===== config.mk =====
export PLATFORM = sky130hd
export DESIGN_NAME = iiitb_rv32i_trace_cap
export DESIGN_NICKNAME = d
export VERILOG_FILES = /design/src/rtl/iiitb_rv32i_trace_cap.sv
export SDC_FILE = /design/constraint.sdc
export NUM_CORES = 2
export LEC_CHECK = 0
export BUFFER_PORTS_ARGS = -buffer_cell sky130_fd_sc_hd__buf_2
export CORE_MARGIN = 4
export CORE_UTILIZATION = 57
export CTS_BUF_LIST = sky130_fd_sc_hd__clkbuf_8
export CTS_CLUSTER_SIZE = 16
export DETAILED_ROUTE_END_ITERATION = 10
export PLACE_DENSITY = 0.85
export REMOVE_ABC_BUFFERS = 1
export SLEW_MARGIN = 5
export SYNTH_ARGS = -nofsm -noshare
export SYNTH_HDL_FRONTEND = slang
export SYNTH_SLANG_ARGS = --single-unit

===== constraint.sdc =====
create_clock -name clk -period 4.6 [get_ports clk]
set_clock_uncertainty 0.15 [all_clocks]
set_input_delay 0.23 -clock clk [delete_from_list [all_inputs] [get_ports clk]]
set_output_delay 0.23 -clock clk [all_outputs]
set_load 0.005 [all_outputs]

===== src/rtl/iiitb_rv32i_trace_cap.sv =====
// Writeback trace capture: records {NPC, WB_OUT} on every NPC change into a FWFT FIFO.
// Optional per-record cycle timestamp when TRACE_TIMESTAMP_EN is defined.
module iiitb_rv32i_trace_cap #(
  parameter int unsigned DEPTH = 16,
  parameter int unsigned TS_W  = 16
) (
  input  logic                     clk,
  input  logic                     RN,
  input  logic [31:0]              NPC,
  input  logic [31:0]              WB_OUT,
  input  logic                     cap_en,
  output logic                     rec_valid,
  input  logic                     rec_ready,
  output logic [31:0]              rec_npc,
  output logic [31:0]              rec_wb,
  output logic [TS_W-1:0]          rec_ts,
  output logic [$clog2(DEPTH):0]   count,
  output logic                     ovf,
  output logic [15:0]              drop_cnt
);

  localparam int unsigned PTR_W = $clog2(DEPTH);
  localparam int unsigned CNT_W = PTR_W + 1;
  localparam logic [CNT_W-1:0] FULL_CNT = CNT_W'(DEPTH);

  logic [31:0]      prev_npc_q, prev_npc_d;
  logic             prev_vld_q, prev_vld_d;
  logic [PTR_W-1:0] wr_ptr_q, wr_ptr_d;
  logic [PTR_W-1:0] rd_ptr_q, rd_ptr_d;
  logic [CNT_W-1:0] count_q, count_d;
  logic             ovf_q, ovf_d;
  logic [15:0]      drop_cnt_q, drop_cnt_d;
  logic [31:0]      npc_mem_q [DEPTH];
  logic [31:0]      npc_mem_d [DEPTH];
  logic [31:0]      wb_mem_q  [DEPTH];
  logic [31:0]      wb_mem_d  [DEPTH];
`ifdef TRACE_TIMESTAMP_EN
  logic [TS_W-1:0]  ts_q, ts_d;
  logic [TS_W-1:0]  ts_mem_q [DEPTH];
  logic [TS_W-1:0]  ts_mem_d [DEPTH];
`endif

  logic evt_c, pop_c, push_c, drop_c, full_c;

  // A full FIFO still accepts a push when the head leaves on the same edge.
  always_comb begin
    full_c = (count_q == FULL_CNT);
    pop_c  = (count_q != '0) && rec_ready;
    evt_c  = cap_en && (!prev_vld_q || (NPC != prev_npc_q));
    push_c = evt_c && (!full_c || pop_c);
    drop_c = evt_c && full_c && !pop_c;
  end

  always_comb begin
    prev_npc_d = NPC;
    prev_vld_d = 1'b1;
    wr_ptr_d   = wr_ptr_q;
    rd_ptr_d   = rd_ptr_q;
    count_d    = count_q;
    ovf_d      = ovf_q;
    drop_cnt_d = drop_cnt_q;
    npc_mem_d  = npc_mem_q;
    wb_mem_d   = wb_mem_q;
`ifdef TRACE_TIMESTAMP_EN
    ts_d       = ts_q + TS_W'(1);
    ts_mem_d   = ts_mem_q;
`endif

    if (push_c) begin
      npc_mem_d[wr_ptr_q] = NPC;
      wb_mem_d[wr_ptr_q]  = WB_OUT;
`ifdef TRACE_TIMESTAMP_EN
      ts_mem_d[wr_ptr_q]  = ts_q;
`endif
      wr_ptr_d = wr_ptr_q + PTR_W'(1);
    end

    if (pop_c) begin
      rd_ptr_d = rd_ptr_q + PTR_W'(1);
    end

    case ({push_c, pop_c})
      2'b10:   count_d = count_q + CNT_W'(1);
      2'b01:   count_d = count_q - CNT_W'(1);
      default: count_d = count_q;
    endcase

    if (drop_c) begin
      ovf_d = 1'b1;
      if (drop_cnt_q != 16'hFFFF) begin
        drop_cnt_d = drop_cnt_q + 16'd1;
      end
    end
  end

  // Storage is cleared on reset so the head reads 0 rather than X when empty.
  always_ff @(posedge clk) begin
    if (RN) begin
      prev_npc_q <= '0;
      prev_vld_q <= 1'b0;
      wr_ptr_q   <= '0;
      rd_ptr_q   <= '0;
      count_q    <= '0;
      ovf_q      <= 1'b0;
      drop_cnt_q <= '0;
      npc_mem_q  <= '{default: '0};
      wb_mem_q   <= '{default: '0};
`ifdef TRACE_TIMESTAMP_EN
      ts_q       <= '0;
      ts_mem_q   <= '{default: '0};
`endif
    end else begin
      prev_npc_q <= prev_npc_d;
      prev_vld_q <= prev_vld_d;
      wr_ptr_q   <= wr_ptr_d;
      rd_ptr_q   <= rd_ptr_d;
      count_q    <= count_d;
      ovf_q      <= ovf_d;
      drop_cnt_q <= drop_cnt_d;
      npc_mem_q  <= npc_mem_d;
      wb_mem_q   <= wb_mem_d;
`ifdef TRACE_TIMESTAMP_EN
      ts_q       <= ts_d;
      ts_mem_q   <= ts_mem_d;
`endif
    end
  end

  assign rec_valid = (count_q != '0);
  assign rec_npc   = npc_mem_q[rd_ptr_q];
  assign rec_wb    = wb_mem_q[rd_ptr_q];
`ifdef TRACE_TIMESTAMP_EN
  assign rec_ts    = ts_mem_q[rd_ptr_q];
`else
  assign rec_ts    = '0;
`endif
  assign count     = count_q;
  assign ovf       = ovf_q;
  assign drop_cnt  = drop_cnt_q;

endmodule


# ---- Yosys cells after proc, flatten, opt, wreduce, memory -nomap -nowiden
# Cells that the tools add are included.
dict set report totals {
  reg_bits 1087
  input_bits 68
  out_inout_bits 103
  wordCells 80
}
dict set report classes {
  add_sub_neg 5
  order_cmp 3
  eq_ne 5
  mux 12
  n_bitwise 2
  reduce_logical 14
}
# op n
set op_table {}
lappend op_table {{bitwise mux 512 bit} 2}
lappend op_table {{binary-select mux 32 bit (select 4 bit)} 2}
lappend op_table {{2-to-1 mux 32 bit} 5}
lappend op_table {{demux 32 bit (select 4 bit)} 1}
lappend op_table {{!= test 32 bit} 1}
lappend op_table {{adder 16 x 1 -> 16 bit (second input constant)} 1}
lappend op_table {{!= test 16 bit (second input constant)} 1}
lappend op_table {{greater-or-equal comparator 5 bit (second input constant)} 2}
lappend op_table {{NOT 4 -> 5 bit} 2}
lappend op_table {{case mux 5 bit (2 select lines)} 1}
lappend op_table {{adder 4 x 1 -> 4 bit (second input constant)} 2}
lappend op_table {{logical AND 1 bit} 6}
lappend op_table {{adder 5 x 1 -> 5 bit (second input constant)} 1}
lappend op_table {{equality test 5 bit (second input constant)} 1}
lappend op_table {{less-than comparator 5 x 1 -> 1 bit (second input constant)} 1}
lappend op_table {{nonzero test 5 bit} 1}
lappend op_table {{subtractor 5 x 1 -> 5 bit (second input constant)} 1}
lappend op_table {{logical NOT 1 bit} 3}
lappend op_table {{equality test 2 x 1 -> 1 bit (second input constant)} 1}
lappend op_table {{equality test 2 bit (second input constant)} 1}
lappend op_table {{logical OR 1 bit} 2}
lappend op_table {{AND reduction 2 bit} 1}
lappend op_table {{nonzero test 2 bit} 1}
lappend op_table {{2-to-1 mux 1 bit} 1}

# ---- Depth between registers and ports, before layout
dict set report logic_depth {
  word_depth 6
  depth_mapped 18
  mapped_depth_nobuf 15
}

# ---- Worst setup path before layout
# Ideal clock, no wire load.
dict set report synth_path {
  path_kind {reg-to-reg}
  start {register prev_npc_q[8]}
  end {register count_q[4] (netlist: count[4])}
  setup_time_ns 0.071
  arrival_ns 3.558
  t_required_ns 4.379
  setup_slack_ns 0.821
  stages_incl_launch_ff 19
  n_path_buf 3
  synth_period_minus_slack_ns 3.779
  cell_sequence {dfxtp_1 xnor2_1 nand4_1 or4_4 nor4_4 buf_6 buf_6 nor3b_1 inv_1 ha_1 clkbuf_1 xor2_1 ha_1 o21a_1 o22a_1 a21oi_1 xor2_1 or3_1 a21oi_1}
}
dict set report synth_via {
  elab_chain_cells 6
  elab_cells_between_ends 8
}
# element line
set synth_rtl {}
lappend synth_rtl {{start: declaration} 26} ;# logic [31:0] prev_npc_q, prev_npc_d;
lappend synth_rtl {{start signal: assignment} 113} ;# prev_npc_q <= prev_npc_d;
lappend synth_rtl {{!= test 32 bit (*)} 49} ;# evt_c = cap_en && (!prev_vld_q || (NPC != prev_npc_q));
lappend synth_rtl {{logical OR 1 bit (*)} 49}
lappend synth_rtl {{logical AND 1 bit (*)} 49}
lappend synth_rtl {{logical AND 1 bit (*)} 50} ;# push_c = evt_c && (!full_c || pop_c);
lappend synth_rtl {{equality test 2 x 1 -> 1 bit / equality test 2 bit (equally long branches)} 82} ;# case ({push_c, pop_c})
lappend synth_rtl {{case mux 5 bit (2 select lines) / nonzero test 2 bit (equally long branches)} n/a}
lappend synth_rtl {{end signal: assignment} 117} ;# count_q <= count_d;
lappend synth_rtl {{end: declaration} 30} ;# logic [CNT_W-1:0] count_q, count_d;
# Every way passes the cells marked *; elsewhere a longest branch is shown, timed or not.
# A chain may end at the register's enable or synchronous reset.

# ---- Final worst setup path
dict set report layout_path {
  start {register prev_npc_q[9]}
  end {register count_q[4] (netlist: count[4])}
}
# Same word-level chain as after synthesis.

==> run metrics <==
status finished clean; pin count of the biggest net entering global routing 133; endpoint class of the critical path flop; WP buf/inv 1; fraction of layout cells with a size suffix above 1 0.188; clk_lat worst skew 0.83 ns; Avg Inst Size Synth 11.4 sq um; first-pass GRT wire length 184000 um; die height 297 um; # Post-CTS Setup Buffers 0; EDFF count, synth 0; die width 297 um; DP Cell Count 5106; Yosys cell types 50; Non-Filler Instances 5463; Layout fillers 6043; setup violators final 0; post-layout util 0.634; Std-Cell Rows 105; Routed Antenna Nets 0; slew margin rel. 0.411; most frequent cells in the layout nand2_1, dfxtp_1, mux2i_1; Seq/Total Area, Yosys 0.456; period utilization 0.865; maximum VDD drop 0.280 mV; number of global-route vias before repair 33427; drt first pass iters 5; post_cts resized 0; design area 52400 sq um; final-report max-slew violation count 0; Initial Util 0.578; Vias/cell 5.89; WL final 116000 um; I/O pins 171; Tot GR Track Use 0.258; gpl congestion 0.792; Post-synth ARST share 0; cell area after synthesis 47800 sq um; GRT Residual Overflow 0; clk sinks 1087; fmax 0.251 GHz; crit path time final 3.98 ns; Synth Register Bits 1087; Clock transition at path regs 0.06 ns; Core Area 82600 sq um; Hold Path Class reg2reg; CP arrival 4.56 ns; RSZ-0062 raised after global routing no; die area 88500 sq um; initial antenna violation count 3; Mapped Cells 4178; Slowest-stage cell, CP nor4_1; number of remaining DRC errors 0; dpl cell area 48400 sq um; # port buffers 154; worst path required time 5.18 ns; cell repeated most along the worst path xor2_1; via count 32197; WL per Instance 21.3 um; Worst-Margin Slew 0.883 ns; HPWL Detailed 68000 um; CP cell instances xor2_1, nor4_1, nand3_1, nor4_4, nor3b_1, inv_1, ha_1, xor2_1, ha_1, a21boi_0, o22a_1, a21oi_1, xor2_1, or3_1, a21oi_1; Hold-fix buffers, CTS 67; Area growth syn-to-layout 9.72%; crit start category flop; most common cell after layout, fill and taps aside nand2_1; MaxCap Viol Count 0; crit path max fanout 3; Starting DRT DRC Count 2682; Hold Fails Final Rpt 0; YS warnings 0; H-tree depth 4; pwr dens 387 nW/um^2; Clock Path Buffers 3; root buf cell clkbuf_8; setup TNS 0 ns; CP top delay family simple AND/OR/NAND/NOR gates; ys flop type dfxtp_1; critical path class reg2reg; CTS Buf Count 170; Leakage 25.7 nW; slowest cell delay on critical path 0.50 ns; NumNets Final 4353; CTS tree yes
==> through the flow <==
step                      total power, mW  hold WS [ns]  worst slack, ns
after global routing                 21.0         0.318            0.388
final                                20.3         0.305            0.620
after floorplan                      11.8         0.145           -15.77
after global placement               12.4         0.289            0.666
after CTS                            20.4         0.290            0.658
after detailed placement             12.5         0.297            0.692
==> logic make-up (layout without fill, tap and decap cells) <==
logic type / after synthesis / after routing / share of synthesized area
AOI/OAI and AO/OA: 33 / 33 / 0.00424
xor gates and xnor gates: 40 / 40 / 0.00733
adders and majority gates: 10 / 10 / 0.00262
buffers and inverters: 435 / 634 / 0.0603
DFF: 1087 / 1087 / 0.456
muxes: 1357 / 1357 / 0.368
other: 1 / 17 / 0.0000785
and+or+nand+nor: 1215 / 1215 / 0.101
==> synthesized netlist by cell type, types with 2 or more instances <==
master | instances | area share
nor3_1 | 10 | 0.0010
buf_12 | 42 | 0.018
clkbuf_1 | 230 | 0.018
mux2_2 | 2 | 0.00047
and4_1 | 3 | 0.00055
nand2_1 | 1105 | 0.087
or3_4 | 4 | 0.00094
and3_1 | 3 | 0.00039
and2_1 | 2 | 0.00026
xor2_1 | 17 | 0.0031
nand3_1 | 7 | 0.00073
o21a_1 | 4 | 0.00063
nand4_1 | 13 | 0.0017
nor2b_1 | 9 | 0.0012
nor4_1 | 5 | 0.00065
buf_4 | 28 | 0.0044
mux2_1 | 7 | 0.0017
a21oi_1 | 12 | 0.0013
buf_1 | 33 | 0.0026
dfxtp_1 | 1087 | 0.46
xnor2_1 | 23 | 0.0042
nand2b_1 | 4 | 0.00052
or4_1 | 11 | 0.0017
o21ai_0 | 9 | 0.00094
nor2_1 | 21 | 0.0017
buf_8 | 3 | 0.00094
or4_4 | 3 | 0.00071
buf_2 | 6 | 0.00063
inv_1 | 37 | 0.0029
buf_6 | 56 | 0.013
or3_1 | 8 | 0.0010
mux4_2 | 320 | 0.15
mux2i_1 | 1028 | 0.22
ha_1 | 10 | 0.0026
==> state kept, by name, indices dropped and copies added (netlist names) <==
register	flops
npc_mem_q	512
wb_mem_q	512
prev_npc_q	32
drop_cnt	16
count	5
rd_ptr_q	4
wr_ptr_q	4
ovf	1
prev_vld_q	1
==> power breakdown <==
group | internal (mW) | leakage, nW | total, mW | switching (mW)
Combinational | 1.13 | 15.0 | 2.52 | 1.40
Clock | 4.22 | 1.92 | 7.99 | 3.77
Sequential | 9.59 | 8.78 | 9.77 | 0.179
==> worst min-delay path, delay by kind of cell (launching register included) <==
kind / cells / cell delay (ns)
flops: 1 / 0.31
mux: 1 / 0.05
simple gates: 1 / 0.05
==> area by class of cell <==
type | count | area (sq um) | share of cell area
antenna | 1 | 2.50 | 0.0000477
clock buffer | 206 | 2840 | 0.0541
clock inverter | 83 | 480 | 0.00917
inverter | 37 | 146 | 0.00279
multi-input combinational | 2671 | 23200 | 0.443
sequential | 1087 | 21800 | 0.415
tap | 1070 | 1340 | 0.0255
timing repair buffer | 308 | 2610 | 0.0497
==> path summary, 6_finish.rpt <==
kind                               startpoint                           to  slack (ns)  cells after the start
setup / recovery     prev_npc_q[9]$_SDFF_PP0_        count[4]$_SDFFE_PP0P_        0.62                     15
setup reg to reg     prev_npc_q[9]$_SDFF_PP0_        count[4]$_SDFFE_PP0P_        0.62                     15
hold / removal    npc_mem_q[281]$_SDFFE_PP0P_  npc_mem_q[281]$_SDFFE_PP0P_        0.30                      2
hold reg to reg   npc_mem_q[281]$_SDFFE_PP0P_  npc_mem_q[281]$_SDFFE_PP0P_        0.30                      2
==> routing by layer <==
layer	vias up	share of wire	global-route usage	routed length, um
met5	-	0	0	0
met4	0	0.033	0.105	3900
met3	291	0.054	0.0414	6300
met2	1019	0.50	0.442	57800
met1	16200	0.42	0.326	48400
li1	14687	-	-	-
Power figures use the tool's default switching activity.
